File: src/rtl/shift_issue_stage.sv
// Two-stage shift/rotate issue stage: stage 1 holds the operation and drives an
// external combinational funnel shifter, stage 2 registers the selected result and flags.
module shift_issue_stage #(
    parameter int CNT_W = 16
) (
    input  logic             clk,
    input  logic             rst,
    input  logic             in_valid,
    output logic             in_ready,
    input  logic [2:0]       in_op,
    input  logic [31:0]      in_data,
    input  logic [5:0]       in_amt,
    output logic [31:0]      fs_a,
    output logic [31:0]      fs_b,
    output logic             fs_side,
    output logic [5:0]       fs_shift,
    input  logic [63:0]      fs_out,
    output logic             out_valid,
    input  logic             out_ready,
    output logic [31:0]      out_result,
    output logic             out_carry,
    output logic             out_zero,
    output logic             out_illegal,
    output logic [CNT_W-1:0] op_count
);

    localparam logic [2:0] OP_SLL = 3'b000;
    localparam logic [2:0] OP_SRL = 3'b001;
    localparam logic [2:0] OP_SRA = 3'b010;
    localparam logic [2:0] OP_ROL = 3'b011;
    localparam logic [2:0] OP_ROR = 3'b100;

    logic        s1_valid;
    logic [2:0]  s1_op;
    logic [31:0] s1_x;
    logic [4:0]  s1_n;
    logic        s2_valid;
    logic        s2_adv;
    logic        in_fire;

    logic        is_legal;
    logic        is_left;
    logic [31:0] result;
    logic        carry;
    logic [4:0]  left_idx;
    logic [4:0]  right_idx;

    // Amount bit 5 is deliberately dropped: shifts are modulo 32.
    logic        unused_amt_msb;
    assign unused_amt_msb = in_amt[5];

    assign s2_adv    = !s2_valid || out_ready;
    assign in_ready  = !s1_valid || s2_adv;
    assign in_fire   = in_valid && in_ready;
    assign out_valid = s2_valid;

    always_ff @(posedge clk or posedge rst) begin
        if (rst) begin
            s1_valid <= 1'b0;
            s1_op    <= 3'b000;
            s1_x     <= '0;
            s1_n     <= '0;
            op_count <= '0;
        end else begin
            s1_valid <= in_fire || (s1_valid && !s2_adv);
            if (in_fire) begin
                s1_op    <= in_op;
                s1_x     <= in_data;
                s1_n     <= in_amt[4:0];
                op_count <= op_count + 1'b1;
            end
        end
    end

    always_comb begin
        is_legal = 1'b1;
        is_left  = 1'b0;
        fs_a     = '0;
        fs_b     = '0;
        unique case (s1_op)
            OP_SLL: begin fs_a = s1_x;          fs_b = '0;   is_left = 1'b1; end
            OP_SRL: begin fs_a = '0;            fs_b = s1_x; end
            OP_SRA: begin fs_a = {32{s1_x[31]}}; fs_b = s1_x; end
            OP_ROL: begin fs_a = s1_x;          fs_b = s1_x; is_left = 1'b1; end
            OP_ROR: begin fs_a = s1_x;          fs_b = s1_x; end
            default: is_legal = 1'b0;
        endcase
        // An empty stage 1 parks the funnel at all-zero inputs.
        if (!s1_valid) begin
            fs_a = '0;
            fs_b = '0;
        end
    end

    assign fs_side  = s1_valid && is_left;
    assign fs_shift = s1_valid ? {1'b0, s1_n} : 6'd0;

    assign left_idx  = 5'(6'd32 - {1'b0, s1_n});
    assign right_idx = s1_n - 5'd1;

    always_comb begin
        result = '0;
        carry  = 1'b0;
        if (is_legal) begin
            result = is_left ? fs_out[63:32] : fs_out[31:0];
            if (s1_n != 5'd0)
                carry = is_left ? s1_x[left_idx] : s1_x[right_idx];
        end
    end

    always_ff @(posedge clk or posedge rst) begin
        if (rst) begin
            s2_valid    <= 1'b0;
            out_result  <= '0;
            out_carry   <= 1'b0;
            out_zero    <= 1'b0;
            out_illegal <= 1'b0;
        end else if (s2_adv) begin
            s2_valid <= s1_valid;
            if (s1_valid) begin
                out_result  <= result;
                out_carry   <= carry;
                out_zero    <= (result == 32'd0);
                out_illegal <= !is_legal;
            end
        end
    end

endmodule

File: config.mk
export PLATFORM = sky130hd
export DESIGN_NAME = shift_issue_stage
export DESIGN_NICKNAME = d
export VERILOG_FILES = /design/src/rtl/shift_issue_stage.sv
export SDC_FILE = /design/constraint.sdc
export NUM_CORES = 1
export LEC_CHECK = 0
export CAP_MARGIN = 20
export CORE_MARGIN = 2
export CORE_UTILIZATION = 44
export CTS_CLUSTER_SIZE = 30
export DETAILED_ROUTE_END_ITERATION = 12
export GPL_TIMING_DRIVEN = 0
export PLACE_DENSITY = 0.91
export SYNTH_ARGS = -nofsm -noshare
export SYNTH_HDL_FRONTEND = slang
export SYNTH_SLANG_ARGS = --single-unit
File: constraint.sdc
create_clock -name clk -period 3.8 [get_ports clk]
set_input_delay 0.38 -clock clk [delete_from_list [all_inputs] [get_ports clk]]
set_output_delay 0.38 -clock clk [all_outputs]
set_load 0.02 [all_outputs]
==> results of run 1 <==
-- area by class of cell --
class | instances | area [sq um] | share of cell area [%]
Tap cell | 172 | 215 | 2.54
Timing Repair Buffer | 231 | 2330 | 27.5
Clock inverter | 5 | 82.6 | 0.976
Clock buffer | 11 | 253 | 2.99
Multi-Input combinational cell | 510 | 3010 | 35.6
Buffer | 50 | 215 | 2.54
Sequential cell | 93 | 2330 | 27.5
Inverter | 6 | 25.0 | 0.296
-- how the worst max path moves through the flow --
stage | slack, ps | to | start
after floorplan | 1000 | op_count[0]$_DFFE_PP0P_ | rst
after global placement | -480 | s1_x[13]$_DFFE_PP0P_ | rst
after detailed placement | 480 | fs_b[20] | s1_op[2]$_DFFE_PP0P_
after CTS | 120 | fs_b[20] | s1_op[2]$_DFFE_PP0P_
after global routing | 60 | fs_b[20] | s1_op[2]$_DFFE_PP0P_
final | 240 | fs_b[17] | s1_op[2]$_DFFE_PP0P_
-- metrics by stage --
step	utilization, %	cells	worst slack [ps]	cell area, sq um
after global placement	64.9	1061	-476	8090
after floorplan	-	659	1000	5570
final	67.9	1078	239	8460
after CTS	67.8	1078	124	8450
after global routing	67.9	1078	55.7	8460
after detailed placement	65.1	1062	485	8120
-- where the power goes --
| group | switching, mW | total, mW | internal (mW) |
|---|---|---|---|
| registers | 0.168 | 1.34 | 1.17 |
| logic | 0.936 | 1.77 | 0.835 |
| clock network | 0.386 | 0.998 | 0.613 |
| total | 1.49 | 4.11 | 2.62 |
-- cell usage after synthesis, drive strengths merged, types with 3 or more instances --
library cell | number | share of area, %
nand2 | 232 | 16
dfrtp | 93 | 42
a21oi | 41 | 3.7
and2 | 40 | 4.5
o21ai | 36 | 3.2
clkbuf | 33 | 2.2
mux2i | 22 | 4.0
mux4 | 18 | 7.3
buf | 17 | 1.6
xnor2 | 15 | 2.5
nand3 | 14 | 1.3
nor2 | 14 | 0.94
nand3b | 11 | 1.5
nor3b | 9 | 1.3
inv | 6 | 0.40
nor4 | 6 | 0.67
a211oi | 5 | 0.67
mux2 | 5 | 1.0
nand4 | 5 | 0.56
nor2b | 5 | 0.56
xor2 | 5 | 0.92
and3 | 4 | 0.45
ha | 3 | 0.67
nand2b | 3 | 0.34
-- critical path, cell delays in order, from the launching register on --
cell	delay (ps)
dfrtp_1	320
clkbuf_1	300
nor3b_4	420
buf_2	310
o21a_1	360
clkbuf_1	310
and2_1	190
clkdlybuf4s50_1	620
-- metal layers --
metal,vias up,part of all wire [%]
li1,2700,-
met1,2721,39
met2,283,48
met3,39,9.7
met4,0,2.7
met5,-,0
-- registers in the layout (all words and copies together), names as in the netlist --
name and count:
op_count 16, s1_valid 1, out_carry 1, out_zero 1
s1_op 3, out_result 32, s1_n 5, s1_x 32
out_valid 1, out_illegal 1
-- cell families (layout without fill, tap and decap cells) --
| group | Yosys count | count (layout) | synth area share (%) |
|---|---|---|---|
| adder cells (fa/ha/maj) | 3 | 3 | 0.674 |
| AO/OA/AOI/OAI | 93 | 93 | 9.10 |
| flip-flops | 93 | 93 | 41.8 |
| XOR/XNOR | 20 | 20 | 3.42 |
| other | 1 | 1 | 0.0673 |
| AND/OR/NAND/NOR | 348 | 348 | 28.4 |
| multiplexers | 45 | 45 | 12.2 |
| buffers and inverters | 56 | 303 | 4.27 |
-- what timing repair did --
action | CTS | global route
endpoints found under the setup margin | 0 | 29
gates resized for setup | 0 | 1
buffers inserted | 0 | 0
==> results.toml, run 1 <==
[routing]
drtAntennaViolNets = 0
routedWlPerCell_microns = 17.2
vias_per_cell = 5.33
drc_errors = 0
vias = 5743
routed_wirelength_microns = 18500
drtIter0Drc = 489
first_pass_iters = 5

[cells_and_area]
layout_commonest_cell = "nand2_1"
nets = 1013
drive_gt1_share_pct = 6.18
fill_cells = 1004
layout_common_cells = "nand2_1, clkdlybuf4s50_1, dfrtp_1, a21oi_1, and2_1"
area_growth_pct = 51.9
antenna_cells = 0

[yosys]
synth-edff-count = 0
syn_nets = 771
ys_ff_latch = 93
syn-instance-count = 659
async_reset_ff_share_pct = 100
avgSynthCellArea_sq_um = 8.45
yosysWarnings = 0
ys_types = 44
ys.flop_type = "dfrtp_1"
synthesis.area_sq_mm = 0.00557
ys_seq_area_share_pct = 41.8

[critical_path]
start_kind = "flop"
rr_startpoint = "s1_n[0]$_DFFE_PP0P_"
r2r_slack_ps = 710
arrival_ps = 3180
rr_endpoint = "out_carry$_DFFE_PP0P_"
cp-end-kind = "output port"
reg2reg_depth = 11
required_ps = 3420
path_max_fanout = 10
crit_type = "reg -> out"

[timing]
period_share_pct = 93.7
fmax_mhz = 281
finalCriticalPeriod_ps = 3560
hold_ws_ps = 342
max_slew.worst_pin.slew_ps = 647
max_slew_margin_pct = 56.6
hold_viol_final = 0
fin_setup_tns_ps = 0
rsz0062_at_grt = "no"
skew_ps = 11.1
slew_viol_final = 0
setup_viol_count_final = 0

[clocking]
path_clk_slew_ps = 70
ctsHoldBuffers = 0
cts_sinks = 93
cts_tree = "built"
numCtsBuffers = 9
worstSkewPairLatency_ps = 340
htreeDepth = 3
cts.path.max_buffers = 2
cts_root_buf = "clkbuf_16"

[global_route]
grt_use_total_pct = 26.9
grt_antenna_before_repair = 0
grt.overflow.total = 0
grt_most_used_layer = "met2"
grt_max_degree = 72
grt_pass1_vias = 5509
met2_usage_pct = 46.8
use_met1_pct = 33.1
use_met3_pct = 5.66
grt_pass1_wl_microns = 28100

[placed_design]
hpwl_microns = 14000
place.gp.congestion = 0.893
portBuffers = 230

[min_path]
hp-class = "in -> async"

[power_and_ir_drop]
cellPowerDensity_mw_per_mm2 = 486
ir_drop_mv = 0.425
power.leakage_nw = 3.60
p_total_mw = 4.11

[die]
core_area_sq_mm = 0.0125
rows = 41
die_w_microns = 117
die_h_microns = 117
boundaryPins = 233
start_util_pct = 44.7
dieArea_sq_mm = 0.0136

[run_status]
status = "finished clean"

[job]
cap_violations = 0
Note: power is estimated with default switching activity, not from simulation.
==> run 2, diff against run 1 <==
Settings changed: ABC_CLOCK_PERIOD_IN_PS set to 3800, CTS_CLUSTER_DIAMETER set to 40.
==> results of run 2 <==
Final layout, timing and power as in run 1 (identical DEF).
